===== src/rtl/han_i2c_temp_target_pkg.sv =====
// Shared types and constants for the HAN I2C temperature target: FSM states,
// register indices and threshold reset values.
package han_i2c_pkg;

  typedef enum logic [3:0] {
    IDLE,
    ADDR,
    ADDR_ACK,
    PTR,
    PTR_ACK,
    WDATA,
    WDATA_ACK,
    RDATA,
    RDATA_ACK,
    IGNORE
  } i2c_state_e;

  localparam logic [2:0] REG_FPGA_TEMP   = 3'd0;
  localparam logic [2:0] REG_BOARD_TEMP  = 3'd1;
  localparam logic [2:0] REG_FAN_RPM_HI  = 3'd2;
  localparam logic [2:0] REG_FAN_RPM_LO  = 3'd3;
  localparam logic [2:0] REG_ALARM       = 3'd4;
  localparam logic [2:0] REG_FAN_DAC     = 3'd5;
  localparam logic [2:0] REG_TEMP_SET_HI = 3'd6;
  localparam logic [2:0] REG_TEMP_SET_LO = 3'd7;

  localparam logic [7:0] TEMP_SET_HI_RST = 8'd37;
  localparam logic [7:0] TEMP_SET_LO_RST = 8'd32;

endpackage


===== src/rtl/han_i2c_temp_target_if.sv =====
// I2C pad-side bus bundle: raw SCL/SDA inputs and the open-drain SDA pull-down.
interface han_i2c_temp_target_if;

  logic scl_in;
  logic sda_in;
  logic sda_oe;

  modport slave (
    input  scl_in,
    input  sda_in,
    output sda_oe
  );

  modport master (
    output scl_in,
    output sda_in,
    input  sda_oe
  );

endinterface


===== src/rtl/han_i2c_temp_target_filter.sv =====
// Pad synchronizer plus glitch filter: a new level is accepted only after
// FILT_LEN consecutive equal synchronized samples; emits one-cycle edge pulses.
module han_i2c_filter #(
  parameter int FILT_LEN = 3
) (
  input  logic clk_i,
  input  logic rst_ni,
  input  logic pin_i,
  output logic level_o,
  output logic rise_o,
  output logic fall_o
);

  localparam int CNT_W = (FILT_LEN > 1) ? $clog2(FILT_LEN) : 1;

  logic [1:0]       sync_q;
  logic             level_q, level_d;
  logic             rise_q, rise_d;
  logic             fall_q, fall_d;
  logic [CNT_W-1:0] cnt_q, cnt_d;

  // Idle I2C lines are high, so everything resets to 1 to avoid a false edge.
  always_ff @(posedge clk_i or negedge rst_ni) begin
    if (!rst_ni) begin
      sync_q  <= 2'b11;
      level_q <= 1'b1;
      rise_q  <= 1'b0;
      fall_q  <= 1'b0;
      cnt_q   <= '0;
    end else begin
      sync_q  <= {sync_q[0], pin_i};
      level_q <= level_d;
      rise_q  <= rise_d;
      fall_q  <= fall_d;
      cnt_q   <= cnt_d;
    end
  end

  always_comb begin
    level_d = level_q;
    rise_d  = 1'b0;
    fall_d  = 1'b0;
    cnt_d   = '0;
    if (sync_q[1] != level_q) begin
      if (cnt_q == CNT_W'(FILT_LEN - 1)) begin
        level_d = sync_q[1];
        rise_d  = sync_q[1];
        fall_d  = ~sync_q[1];
      end else begin
        cnt_d = cnt_q + 1'b1;
      end
    end
  end

  assign level_o = level_q;
  assign rise_o  = rise_q;
  assign fall_o  = fall_q;

endmodule


===== src/rtl/han_i2c_temp_target.sv =====
// I2C target exposing a pointer-addressed 8-register map of temperatures, fan
// status and two host-writable thresholds; shadows freeze while a host is active.
module han_i2c_temp_target
  import han_i2c_pkg::*;
#(
  parameter logic [6:0] I2C_ADDR = 7'h4C,
  parameter int         FILT_LEN = 3
) (
  input  logic                     clk_50Mhz,
  input  logic                     reset_n,
  han_i2c_temp_target_if.slave     bus,
  input  logic [7:0]               fpga_temp_c,
  input  logic [7:0]               board_temp_c,
  input  logic [15:0]              fan_rpm,
  input  logic [7:0]               alarm_status,
  input  logic [7:0]               fan_dac,
  input  logic                     data_valid,
  output logic [7:0]               temp_set_hi,
  output logic [7:0]               temp_set_lo,
  output logic                     busy
);

  logic sclLevel, sclRise, sclFall;
  logic sdaLevel, sdaRise, sdaFall;
  logic startDet, stopDet;

  i2c_state_e state_q, state_d;
  logic [3:0] bitCnt_q, bitCnt_d;
  logic [7:0] rxShift_q, rxShift_d;
  logic [7:0] txShift_q, txShift_d;
  logic [2:0] pointer_q, pointer_d;
  logic       sdaOe_q, sdaOe_d;
  logic       busy_q, busy_d;
  logic       masterAck_q, masterAck_d;
  logic [7:0] tempSetHi_q, tempSetHi_d;
  logic [7:0] tempSetLo_q, tempSetLo_d;
  logic [7:0] shadow_q [6];
  logic [7:0] readByte;
  logic       byteDone;

  han_i2c_filter #(.FILT_LEN(FILT_LEN)) u_scl_filter (
    .clk_i   (clk_50Mhz),
    .rst_ni  (reset_n),
    .pin_i   (bus.scl_in),
    .level_o (sclLevel),
    .rise_o  (sclRise),
    .fall_o  (sclFall)
  );

  han_i2c_filter #(.FILT_LEN(FILT_LEN)) u_sda_filter (
    .clk_i   (clk_50Mhz),
    .rst_ni  (reset_n),
    .pin_i   (bus.sda_in),
    .level_o (sdaLevel),
    .rise_o  (sdaRise),
    .fall_o  (sdaFall)
  );

  assign startDet = sdaFall & sclLevel;
  assign stopDet  = sdaRise & sclLevel;
  assign byteDone = sclFall && (bitCnt_q == 4'd8);

  // Snapshots only refresh between transactions so multi-byte values stay coherent.
  always_ff @(posedge clk_50Mhz or negedge reset_n) begin
    if (!reset_n) begin
      for (int i = 0; i < 6; i++) shadow_q[i] <= '0;
    end else if (data_valid && !busy_q) begin
      shadow_q[REG_FPGA_TEMP]  <= fpga_temp_c;
      shadow_q[REG_BOARD_TEMP] <= board_temp_c;
      shadow_q[REG_FAN_RPM_HI] <= fan_rpm[15:8];
      shadow_q[REG_FAN_RPM_LO] <= fan_rpm[7:0];
      shadow_q[REG_ALARM]      <= alarm_status;
      shadow_q[REG_FAN_DAC]    <= fan_dac;
    end
  end

  always_comb begin
    case (pointer_q)
      REG_FPGA_TEMP:   readByte = shadow_q[REG_FPGA_TEMP];
      REG_BOARD_TEMP:  readByte = shadow_q[REG_BOARD_TEMP];
      REG_FAN_RPM_HI:  readByte = shadow_q[REG_FAN_RPM_HI];
      REG_FAN_RPM_LO:  readByte = shadow_q[REG_FAN_RPM_LO];
      REG_ALARM:       readByte = shadow_q[REG_ALARM];
      REG_FAN_DAC:     readByte = shadow_q[REG_FAN_DAC];
      REG_TEMP_SET_HI: readByte = tempSetHi_q;
      default:         readByte = tempSetLo_q;
    endcase
  end

  always_ff @(posedge clk_50Mhz or negedge reset_n) begin
    if (!reset_n) begin
      state_q     <= IDLE;
      bitCnt_q    <= '0;
      rxShift_q   <= '0;
      txShift_q   <= '0;
      pointer_q   <= '0;
      sdaOe_q     <= 1'b0;
      busy_q      <= 1'b0;
      masterAck_q <= 1'b0;
      tempSetHi_q <= TEMP_SET_HI_RST;
      tempSetLo_q <= TEMP_SET_LO_RST;
    end else begin
      state_q     <= state_d;
      bitCnt_q    <= bitCnt_d;
      rxShift_q   <= rxShift_d;
      txShift_q   <= txShift_d;
      pointer_q   <= pointer_d;
      sdaOe_q     <= sdaOe_d;
      busy_q      <= busy_d;
      masterAck_q <= masterAck_d;
      tempSetHi_q <= tempSetHi_d;
      tempSetLo_q <= tempSetLo_d;
    end
  end

  // sda_oe only moves in response to an SCL fall, so SDA never changes while SCL is high.
  always_comb begin
    state_d     = state_q;
    bitCnt_d    = bitCnt_q;
    rxShift_d   = rxShift_q;
    txShift_d   = txShift_q;
    pointer_d   = pointer_q;
    sdaOe_d     = sdaOe_q;
    busy_d      = busy_q;
    masterAck_d = masterAck_q;
    tempSetHi_d = tempSetHi_q;
    tempSetLo_d = tempSetLo_q;

    if (startDet) begin
      state_d  = ADDR;
      bitCnt_d = '0;
      sdaOe_d  = 1'b0;
      busy_d   = 1'b0;
    end else if (stopDet) begin
      state_d  = IDLE;
      bitCnt_d = '0;
      sdaOe_d  = 1'b0;
      busy_d   = 1'b0;
    end else begin
      if (sclRise && (state_q == ADDR || state_q == PTR || state_q == WDATA)) begin
        rxShift_d = {rxShift_q[6:0], sdaLevel};
        bitCnt_d  = bitCnt_q + 4'd1;
      end

      case (state_q)
        IDLE: sdaOe_d = 1'b0;

        ADDR: begin
          if (byteDone) begin
            bitCnt_d = '0;
            if (rxShift_q[7:1] == I2C_ADDR) begin
              state_d = ADDR_ACK;
              sdaOe_d = 1'b1;
              busy_d  = 1'b1;
            end else begin
              state_d = IGNORE;
            end
          end
        end

        ADDR_ACK: begin
          if (sclFall) begin
            bitCnt_d = '0;
            if (rxShift_q[0]) begin
              state_d   = RDATA;
              txShift_d = {readByte[6:0], 1'b0};
              sdaOe_d   = ~readByte[7];
            end else begin
              state_d = PTR;
              sdaOe_d = 1'b0;
            end
          end
        end

        PTR: begin
          if (byteDone) begin
            state_d   = PTR_ACK;
            bitCnt_d  = '0;
            sdaOe_d   = 1'b1;
            pointer_d = rxShift_q[2:0];
          end
        end

        PTR_ACK, WDATA_ACK: begin
          if (sclFall) begin
            state_d  = WDATA;
            bitCnt_d = '0;
            sdaOe_d  = 1'b0;
          end
        end

        WDATA: begin
          if (byteDone) begin
            state_d   = WDATA_ACK;
            bitCnt_d  = '0;
            sdaOe_d   = 1'b1;
            pointer_d = pointer_q + 3'd1;
            if (pointer_q == REG_TEMP_SET_HI) tempSetHi_d = rxShift_q;
            if (pointer_q == REG_TEMP_SET_LO) tempSetLo_d = rxShift_q;
          end
        end

        RDATA: begin
          if (sclRise) begin
            bitCnt_d = bitCnt_q + 4'd1;
          end else if (byteDone) begin
            state_d  = RDATA_ACK;
            bitCnt_d = '0;
            sdaOe_d  = 1'b0;
          end else if (sclFall) begin
            txShift_d = {txShift_q[6:0], 1'b0};
            sdaOe_d   = ~txShift_q[7];
          end
        end

        // The pointer advances on every completed read byte, acknowledged or not.
        RDATA_ACK: begin
          if (sclRise) begin
            masterAck_d = ~sdaLevel;
            pointer_d   = pointer_q + 3'd1;
          end else if (sclFall) begin
            bitCnt_d = '0;
            if (masterAck_q) begin
              state_d   = RDATA;
              txShift_d = {readByte[6:0], 1'b0};
              sdaOe_d   = ~readByte[7];
            end else begin
              state_d = IGNORE;
              sdaOe_d = 1'b0;
            end
          end
        end

        IGNORE: sdaOe_d = 1'b0;

        default: begin
          state_d = IDLE;
          sdaOe_d = 1'b0;
        end
      endcase
    end
  end

  assign bus.sda_oe  = sdaOe_q;
  assign busy        = busy_q;
  assign temp_set_hi = tempSetHi_q;
  assign temp_set_lo = tempSetLo_q;

endmodule


===== src/flat_wrapper.sv =====
// flat-port wrapper written by rule: the top's interface ports become plain ports
module han_i2c_temp_target_flat import han_i2c_pkg::*;
#(
  parameter logic [6:0] I2C_ADDR = 7'h4C,
  parameter int         FILT_LEN = 3
)
  (clk_50Mhz, reset_n, fpga_temp_c, board_temp_c, fan_rpm, alarm_status, fan_dac, data_valid, temp_set_hi, temp_set_lo, busy, bus_scl_in, bus_sda_in, bus_sda_oe);
  han_i2c_temp_target_if bus_i ();
  input  logic clk_50Mhz;
  input  logic reset_n;
  input  logic [7:0] fpga_temp_c;
  input  logic [7:0] board_temp_c;
  input  logic [15:0] fan_rpm;
  input  logic [7:0] alarm_status;
  input  logic [7:0] fan_dac;
  input  logic data_valid;
  output logic [7:0] temp_set_hi;
  output logic [7:0] temp_set_lo;
  output logic busy;
  input wire logic [$bits(bus_i.scl_in)-1:0] bus_scl_in;
  input wire logic [$bits(bus_i.sda_in)-1:0] bus_sda_in;
  output wire logic [$bits(bus_i.sda_oe)-1:0] bus_sda_oe;
  assign bus_i.scl_in = bus_scl_in;
  assign bus_i.sda_in = bus_sda_in;
  assign bus_sda_oe = bus_i.sda_oe;
  han_i2c_temp_target #(.I2C_ADDR(I2C_ADDR), .FILT_LEN(FILT_LEN)) u_core (.clk_50Mhz(clk_50Mhz), .reset_n(reset_n), .bus(bus_i), .fpga_temp_c(fpga_temp_c), .board_temp_c(board_temp_c), .fan_rpm(fan_rpm), .alarm_status(alarm_status), .fan_dac(fan_dac), .data_valid(data_valid), .temp_set_hi(temp_set_hi), .temp_set_lo(temp_set_lo), .busy(busy));
endmodule

===== config.mk =====
export PLATFORM = sky130hd
export DESIGN_NAME = han_i2c_temp_target_flat
export DESIGN_NICKNAME = d
export VERILOG_FILES = /design/src/rtl/han_i2c_temp_target_pkg.sv /design/src/rtl/han_i2c_temp_target_if.sv /design/src/rtl/han_i2c_temp_target_filter.sv /design/src/rtl/han_i2c_temp_target.sv /design/src/flat_wrapper.sv
export SDC_FILE = /design/constraint.sdc
export NUM_CORES = 1
export LEC_CHECK = 0
export BUFFER_PORTS_ARGS = -buffer_cell sky130_fd_sc_hd__buf_2
export CORE_UTILIZATION = 25
export DETAILED_ROUTE_END_ITERATION = 12
export GPL_ROUTABILITY_DRIVEN = 0
export GPL_TIMING_DRIVEN = 0
export SLEW_MARGIN = 20
export SYNTH_ARGS = -nofsm -noshare
export SYNTH_HDL_FRONTEND = slang
export SYNTH_SLANG_ARGS = --single-unit

===== constraint.sdc =====
create_clock -name clk_50Mhz -period 5.75 [get_ports clk_50Mhz]
set_input_delay 1.15 -clock clk_50Mhz [delete_from_list [all_inputs] [get_ports clk_50Mhz]]
set_output_delay 1.15 -clock clk_50Mhz [all_outputs]
set_load 0.02 [all_outputs]

After elaboration in Yosys (flattened, before gate mapping)
Index checks and enable logic that the tools add are counted.
W data, S select, Z words.
- add/sub/neg operators: 4
- eq/ne operators: 46
- mux-type cells: 67
- bitwise gates (word level): 9
- reductions and logical operators: 29
- operator list (cell ; number):
    $mux W4 ; 20
    $mux W8 ; 8
    $pmux W8 S7 ; 1
    $pmux W4 S8 ; 1
    $mux W1 ; 25
    $ne A4 B2 Y1 const B ; 6
    $pmux W8 S3 ; 1
    $ne A4 B1 Y1 const B ; 5
    $eq A4 B3 Y1 const B ; 4
    $pmux W4 S4 ; 1
    $reduce_bool A3 Y1 ; 5
    $ne A2 B2 Y1 const B ; 7
    $eq A3 B3 Y1 const B ; 4
    $eq A4 B4 Y1 const B ; 3
    $mux W3 ; 4
    $reduce_and A11 Y1 ; 1
    $reduce_and A10 Y1 ; 1
    $reduce_and A5 Y1 ; 2
    $pmux W3 S3 ; 1
    $reduce_and A9 Y1 ; 1
    $eq A4 B2 Y1 const B ; 2
    $mux W2 ; 4
    $ne A2 B1 Y1 const B ; 4
    $eq A7 B7 Y1 const B ; 1
    24 further kinds ; 43
- register bits: 108
- input bits: 53
- output and inout port bits: 18
- logic and storage cells: 181

Longest topological paths before layout
Gate-level depths: netlist (run 1).
- word-level depth: 10
- depth in mapped cells: 11
- depth with buffers taken out: 7

Modules after synthesis
From an unflattened synthesis (run 1), not the netlist that was laid out.
- cells, all modules: 432
- area total of the unflattened synthesis: 5250.0 um2
- by module, submodules not included (module ; times used ; cells an instance ; area each (um2)):
    han_i2c_temp_target ; 1 ; 404 ; 4762.1
    han_i2c_filter ; 2 ; 14 ; 244.0

Least setup slack after synthesis (run 1)
Ideal clock, no wire load.
- path type: input to register
- from: input port data_valid
- to: register u_core.shadow_q[10] (netlist bit)
- library setup time: 0.125 ns
- arrival: 2.384 ns
- data required time: 5.625 ns
- slack: 3.242 ns
- stages on the path: 4
- buffers on the path: 2
- path through: nor2b_1 -> buf_1 -> buf_1 -> mux2_2
- cells in the longest elaborated chain, start to end: 1
- ends and longest elaborated chain (what ; line ; RTL):
    start, declared ; flat_wrapper.sv:16 ; input logic data_valid;
    $logic_and A1 B1 Y1 ; han_i2c_temp_target.sv:67 ; end else if (data_valid && !busy_q) begin
    end signal, assigned by index ; han_i2c_temp_target.sv:68 ; shadow_q[REG_FPGA_TEMP] <= fpga_temp_c;
    end signal, assigned by index ; han_i2c_temp_target.sv:69 ; shadow_q[REG_BOARD_TEMP] <= board_temp_c;
    end signal, assigned by index ; han_i2c_temp_target.sv:70 ; shadow_q[REG_FAN_RPM_HI] <= fan_rpm[15:8];
    end, declared ; han_i2c_temp_target.sv:37 ; logic [7:0] shadow_q [6];
Every way passes these cells.
A chain may end at the register's enable or synchronous reset.

Final worst setup path (run 1)
- from: register u_core.pointer_q[2]
- to: register u_core.sdaOe_q, in the netlist u_core.bus.sda_oe
- cells in the longest elaborated chain, start to end: 9
- elaborated cells on any way between the ends: 17
- ends and longest elaborated chain (what ; line ; RTL):
    start, declared ; han_i2c_temp_target.sv:31 ; logic [2:0] pointer_q, pointer_d;
    start signal, assigned ; han_i2c_temp_target.sv:107 ; pointer_q <= pointer_d;
    $eq A3 B3 Y1, or another cell as far along ; han_i2c_temp_target.sv:78 ; case (pointer_q)
    $pmux W8 S7 * ; han_i2c_temp_target.sv:78 ;
    $not A1 Y1 * ; han_i2c_temp_target.sv:167, han_i2c_temp_target.sv:226 ;
    $mux W1 ; han_i2c_temp_target.sv:223 ; if (masterAck_q) begin
    $mux W1 ; han_i2c_temp_target.sv:221 ; end else if (sclFall) begin
    $mux W1 ; han_i2c_temp_target.sv:218 ; if (sclRise) begin
    $pmux W1 S6 * ; han_i2c_temp_target.sv:145 ; case (state_q)
    $mux W1 * ; han_i2c_temp_target.sv:134 ; end else if (stopDet) begin
    $mux W1 * ; han_i2c_temp_target.sv:129 ; if (startDet) begin
    end signal, assigned ; han_i2c_temp_target.sv:108 ; sdaOe_q <= sdaOe_d;
    end, declared ; han_i2c_temp_target.sv:32 ; logic sdaOe_q, sdaOe_d;
Mark *: on every way between the ends. The rest lies on a longest branch, timed or not. The select of a mux whose other input is x is not followed.

==> results of run 1 <==
==> sequential cells by signal, summed over array words and instances (netlist names), 2 cells and up <==
register and flops:
u_core.bitCnt_q 4, u_core.temp_set_hi 8, u_core.u_scl_filter.sync_q 2, u_core.u_sda_filter.sync_q 2, u_core.u_scl_filter.cnt_q 2, u_core.shadow_q 48, u_core.txShift_q 7, u_core.rxShift_q 8
u_core.temp_set_lo 8, u_core.pointer_q 3, u_core.u_sda_filter.cnt_q 2, u_core.state_q 4
==> cells by family (layout without fill, tap and decap cells) <==
group,Yosys count,in the layout,synth area share [%]
flops,107,107,51.4
compound gates,100,100,13.5
mux,92,92,19.7
simple gates,90,90,9.64
buf+inv,38,124,3.13
fa+ha+maj,9,9,2.10
xor+xnor,3,3,0.502
==> power by group <==
| group | leakage, nW | switching (mW) | internal, mW |
|---|---|---|---|
| sequential | 1.35 | 0.0381 | 0.816 |
| clock | 0.129 | 0.277 | 0.307 |
| combinational | 1.28 | 0.0880 | 0.0890 |
==> layout make-up <==
| type | instances | area (sq um) |
|---|---|---|
| Sequential cell | 107 | 2690 |
| Timing Repair Buffer | 71 | 384 |
| Tap cell | 270 | 338 |
| Clock inverter | 4 | 32.5 |
| Clock buffer | 11 | 243 |
| Multi-Input combinational cell | 294 | 2380 |
| Buffer | 24 | 111 |
| Inverter | 14 | 52.6 |
| Fill cell | 2078 | 14100 |
==> routing by layer <==
layer	vias to the layer above	GRT usage (%)	share of wire [%]
li1	1790	-	-
met1	1924	18.9	48
met2	96	19.6	45
met3	11	1.81	4.3
met4	0	5.73	2.0
met5	-	0	0
==> final timing paths <==
path	start	endpoint	slack [ps]	cells past startpoint
max in group asynchronous	reset_n	u_core.u_scl_filter.sync_q[0]	4320	2
setup reg to reg	u_core.pointer_q[2]	u_core.bus.sda_oe	2210	10
min in group asynchronous	reset_n	u_core.shadow_q[0]	710	1
setup / recovery	u_core.pointer_q[2]	u_core.bus.sda_oe	2210	10
hold reg to reg	u_core.u_scl_filter.sync_q[0]	u_core.u_scl_filter.sync_q[1]	360	0
hold / removal	u_core.u_scl_filter.sync_q[0]	u_core.u_scl_filter.sync_q[1]	360	0
==> layout by cell type (no fill, tap or decap), types with 7 or more instances in the layout <==
master / count
dfrtp_1: 97
mux2_2: 87
buf_2: 79
a21oi_1: 22
nand2_1: 21
nor2_1: 18
o21ai_0: 16
inv_1: 14
nand2b_1: 12
a22oi_1: 10
a221oi_1: 10
dfstp_2: 10
clkbuf_16: 9
clkbuf_1: 8
ha_1: 8
a211oi_1: 7
==> worst reg2reg max path, delay by kind of cell (launching register included) <==
kind / cells / cell delay (ps)
compound gates: 3 / 710
fa+ha+maj: 1 / 190
buf+inv: 5 / 1200
flops: 1 / 340
simple gates: 1 / 950
==> results.cfg, run 1 <==
[status]
status = completed

[synth]
yosysTopAreaCellShare_pct = 46.4
synth_area_sq_um = 5230
ys_warn_count = 0
ys_top_cells_by_area = dfrtp_1 (46%), mux2_2 (19%), dfstp_2 (5.0%)
ys_async_sr_fraction_pct = 100
ys_ff_latch = 107
synthTopCellsByCount = dfrtp_1 (97), mux2_2 (87), a21oi_1 (22)
syn_nets = 500
postSynthAreaPerCell_sq_um = 11.9
synthCells = 439
synthFlopType = dfrtp_1
synth_edf_count = 0
ys_types = 63
yosysMostFrequentCell = dfrtp_1
synth-seq-area-share_pct = 51.4
yosysTopAreaCell = dfrtp_1

[worst_setup_path]
crit_type = flop to flop
critical_path_buf_inv_count = 5
cpMaxStageDelayCell = nor4_2
path_max_fanout = 10
path_cells = buf_2, buf_2, buf_2, inv_1, ha_1, clkbuf_1, nor4_2, a211oi_1, a211oi_1, o22ai_1
endpoint_kind = flop
cpMostUsedCell = buf_2
critical_path.top_delay_family = buffers and inverters
cp.required_ps = 5960
max_stage_delay_ps = 950
crit_arrival_ps = 3740
startpoint_type = flop

[timing]
fin_ws_ps = 2210
fmax_mhz = 283
fin_skew_ps = 9.44
fin_crit_ps = 3540
rsz0062_at_grt = false
final.setup.tns_ps = 0
slew_violations = 0
worst_pin_slew_ps = 1050
setup_violations = 0
period_share_pct = 61.5
max_slew_margin_pct = 29.3
final_hold_viol_count = 0
whs_ps = 356

[finish]
design_area_sq_um = 6230
layout.cells.non_filler = 795
layout.nets = 582
n_antenna_cell = 0
fin_util_pct = 30.6
area_growth_pct = 19.1
drive_gt1_share_pct = 38.9

[clocking]
cts_root_buffer = clkbuf_16
cts_buffer_depth = 2
cts_resized = 0
numCtsBuffers = 9
clock_sinks = 107
cts.clk_slew.worst_paths_ps = 70
htree_levels = 3
cts_tree = yes
cts_hold_buf = 0
cts_setup_buffers = 0
clk-insertion-delay-late_ps = 350

[global_routing]
grt_start_max_net_pins = 67
grt_pass1_vias = 3929
overflow = 0
grt_pass1_wl_mm = 21.9
grtUsageTotal_pct = 13.1
antenna_found_initial = 0

[floorplanning]
die_area_sq_um = 21500
core.rowCount = 52
core-area_sq_um = 20400
ioPinCount = 71
die_h_um = 147
initial_core_util_pct = 25.7
die_x_um = 147

[place]
dp.cells = 780
place_area_sq_um = 5950
place_ws_ps = 2240
hpwlAfterDp_mm = 9.85
numPortBuffers = 70

[route]
vias = 3821
wl_per_cell_um = 16.6
viasPerCell = 4.81
detail-route-antenna-nets = 0
drt_iter0_markers = 209
route.detailed.drc = 0
routed_wl_mm = 13.2
drtPass1Iterations = 7

[hold_path]
hold_path_class = flop to flop

[pwr]
ir_drop_uv = 124
power_mw = 1.61
leakagePower_nw = 2.76
powerDensity_nw_per_um2 = 259

[flow_run]
max_cap_viol_count = 0
Note: power is estimated with default switching activity, not from simulation.
==> run 2: changes to the inputs <==
==> constraint.sdc (replaced) <==
create_clock -name clk_50Mhz -period 3.4 [get_ports clk_50Mhz]
set_input_delay 0.68 -clock clk_50Mhz [delete_from_list [all_inputs] [get_ports clk_50Mhz]]
set_output_delay 0.68 -clock clk_50Mhz [all_outputs]
set_load 0.02 [all_outputs]
==> run 2 against run 1 <==
Against the previous run: combinational power grew 69%; final area up 0.14%; sequential power rose by 69%; largest power group unchanged.
==> results.cfg, run 2 (same netlist as run 1, synthesis figures left out) <==
[clocking]
cts_setup_buffers = 0
cts_buffer_depth = 2
clock_sinks = 107
cts.clk_slew.worst_paths_ps = 70
cts_root_buffer = clkbuf_16
numCtsBuffers = 9
htree_levels = 3
cts_tree = yes
clk-insertion-delay-late_ps = 350

[finish]
n_antenna_cell = 0
regMostFlops = u_core.shadow_q
layout.cells.non_filler = 795
drive_gt1_share_pct = 38.9
mostFrequentLayoutCells = dfrtp_1 (97), mux2_2 (87), buf_2 (79)
layout.nets = 582
area_growth_pct = 19.2
final_common_cell = dfrtp_1
largest_register_ffs = 48
fin_util_pct = 30.6
design_area_sq_um = 6240

[place]
dp.cells = 780
place_area_sq_um = 5950
hpwlAfterDp_mm = 9.85
numPortBuffers = 70
place_ws_ps = -107

[timing]
final_hold_viol_count = 0
fin_skew_ps = 9.44
rsz0062_at_grt = false
whs_ps = 241
final.setup.tns_ps = 0
fin_crit_ps = 3240
slew_violations = 0
setup_violations = 0
fmax_mhz = 308
fin_ws_ps = 157
period_share_pct = 95.4
max_slew_margin_pct = 50.0
worst_pin_slew_ps = 742

[pwr]
ir_drop_uv = 209
powerDensity_nw_per_um2 = 438
leakagePower_nw = 2.76
power_mw = 2.73

[global_routing]
grtUsageTotal_pct = 13.2
grt_start_max_net_pins = 67
antenna_found_initial = 0
overflow = 0
grt_pass1_wl_mm = 22.0
grt_pass1_vias = 3927

[worst_setup_path]
critical_path_buf_inv_count = 5
max_stage_delay_ps = 670
path_max_fanout = 10
worstSetupPathDepth = 10
endpoint_kind = flop
critical_path.top_delay_family = buffers and inverters
crit_type = flop to flop
cp.required_ps = 3610
cpMostUsedCell = buf_2
cpMaxStageDelayCell = nor4_4
startpoint_type = flop
path_cells = buf_2, buf_2, buf_2, inv_1, ha_1, clkbuf_1, nor4_4, a211oi_1, a211oi_1, o22ai_1
crit_arrival_ps = 3450
rr_worst_depth = 10

[hold_path]
hold_path_class = input pin to asynchronous set/reset pin

[flow_run]
max_cap_viol_count = 0

[route]
vias = 3847
drt_iter0_markers = 197
detail-route-antenna-nets = 0
viasPerCell = 4.84
wl_per_cell_um = 16.7
drtPass1Iterations = 5
routed_wl_mm = 13.3
route.detailed.drc = 0

[floorplanning]
core.rowCount = 52
die_h_um = 147
die_area_sq_um = 21500
ioPinCount = 71
core-area_sq_um = 20400
initial_core_util_pct = 25.7
die_x_um = 147

[status]
status = completed
-- run 2: cell types whose count changed in the layout (fill, tap and decap cells not counted) --
cell	change
nor4_2	-1
nor4_4	+1
-- run 2: cell type report --
| class | count | area, sq um |
|---|---|---|
| fill | 2076 | 14100 |
| sequential | 107 | 2690 |
| multi-input combinational | 294 | 2390 |
| timing repair buffer | 71 | 384 |
| tap | 270 | 338 |
| clock buffer | 11 | 243 |
| buffer | 24 | 111 |
| inverter | 14 | 52.6 |
| clock inverter | 4 | 32.5 |
-- run 2: layer usage --
| metal | track usage (%) | vias to the layer above | share of wire [%] |
|---|---|---|---|
| met1 | 18.9 | 1929 | 49 |
| met2 | 19.6 | 117 | 45 |
| met3 | 1.81 | 14 | 4.1 |
| met4 | 5.73 | 0 | 2.3 |
| met5 | 0 | - | 0 |
| li1 | - | 1787 | - |
-- run 2: path summary, 6_finish.rpt --
kind                                               start  slack [ps]                       endpoint
setup / recovery                     u_core.pointer_q[2]         160              u_core.bus.sda_oe
hold / removal                                   reset_n         240             u_core.shadow_q[0]
setup reg to reg                     u_core.pointer_q[2]         160              u_core.bus.sda_oe
hold reg to reg            u_core.u_sda_filter.sync_q[0]         360  u_core.u_sda_filter.sync_q[1]
max in group asynchronous                        reset_n        2440  u_core.u_scl_filter.sync_q[0]
min in group clk_50Mhz     u_core.u_sda_filter.sync_q[0]         360  u_core.u_sda_filter.sync_q[1]
-- run 2: timing repair --
| item | 4_1_cts | 5_1_grt |
|---|---|---|
| setup endpoints to repair | 3 | 0 |
| resized for setup | 1 | 0 |
| hold buffers | 0 | 0 |
-- run 2: power by group --
| part | internal [mW] | switching, mW |
|---|---|---|
| Combinational | 0.151 | 0.149 |
| Clock | 0.519 | 0.470 |
| Sequential | 1.38 | 0.0642 |
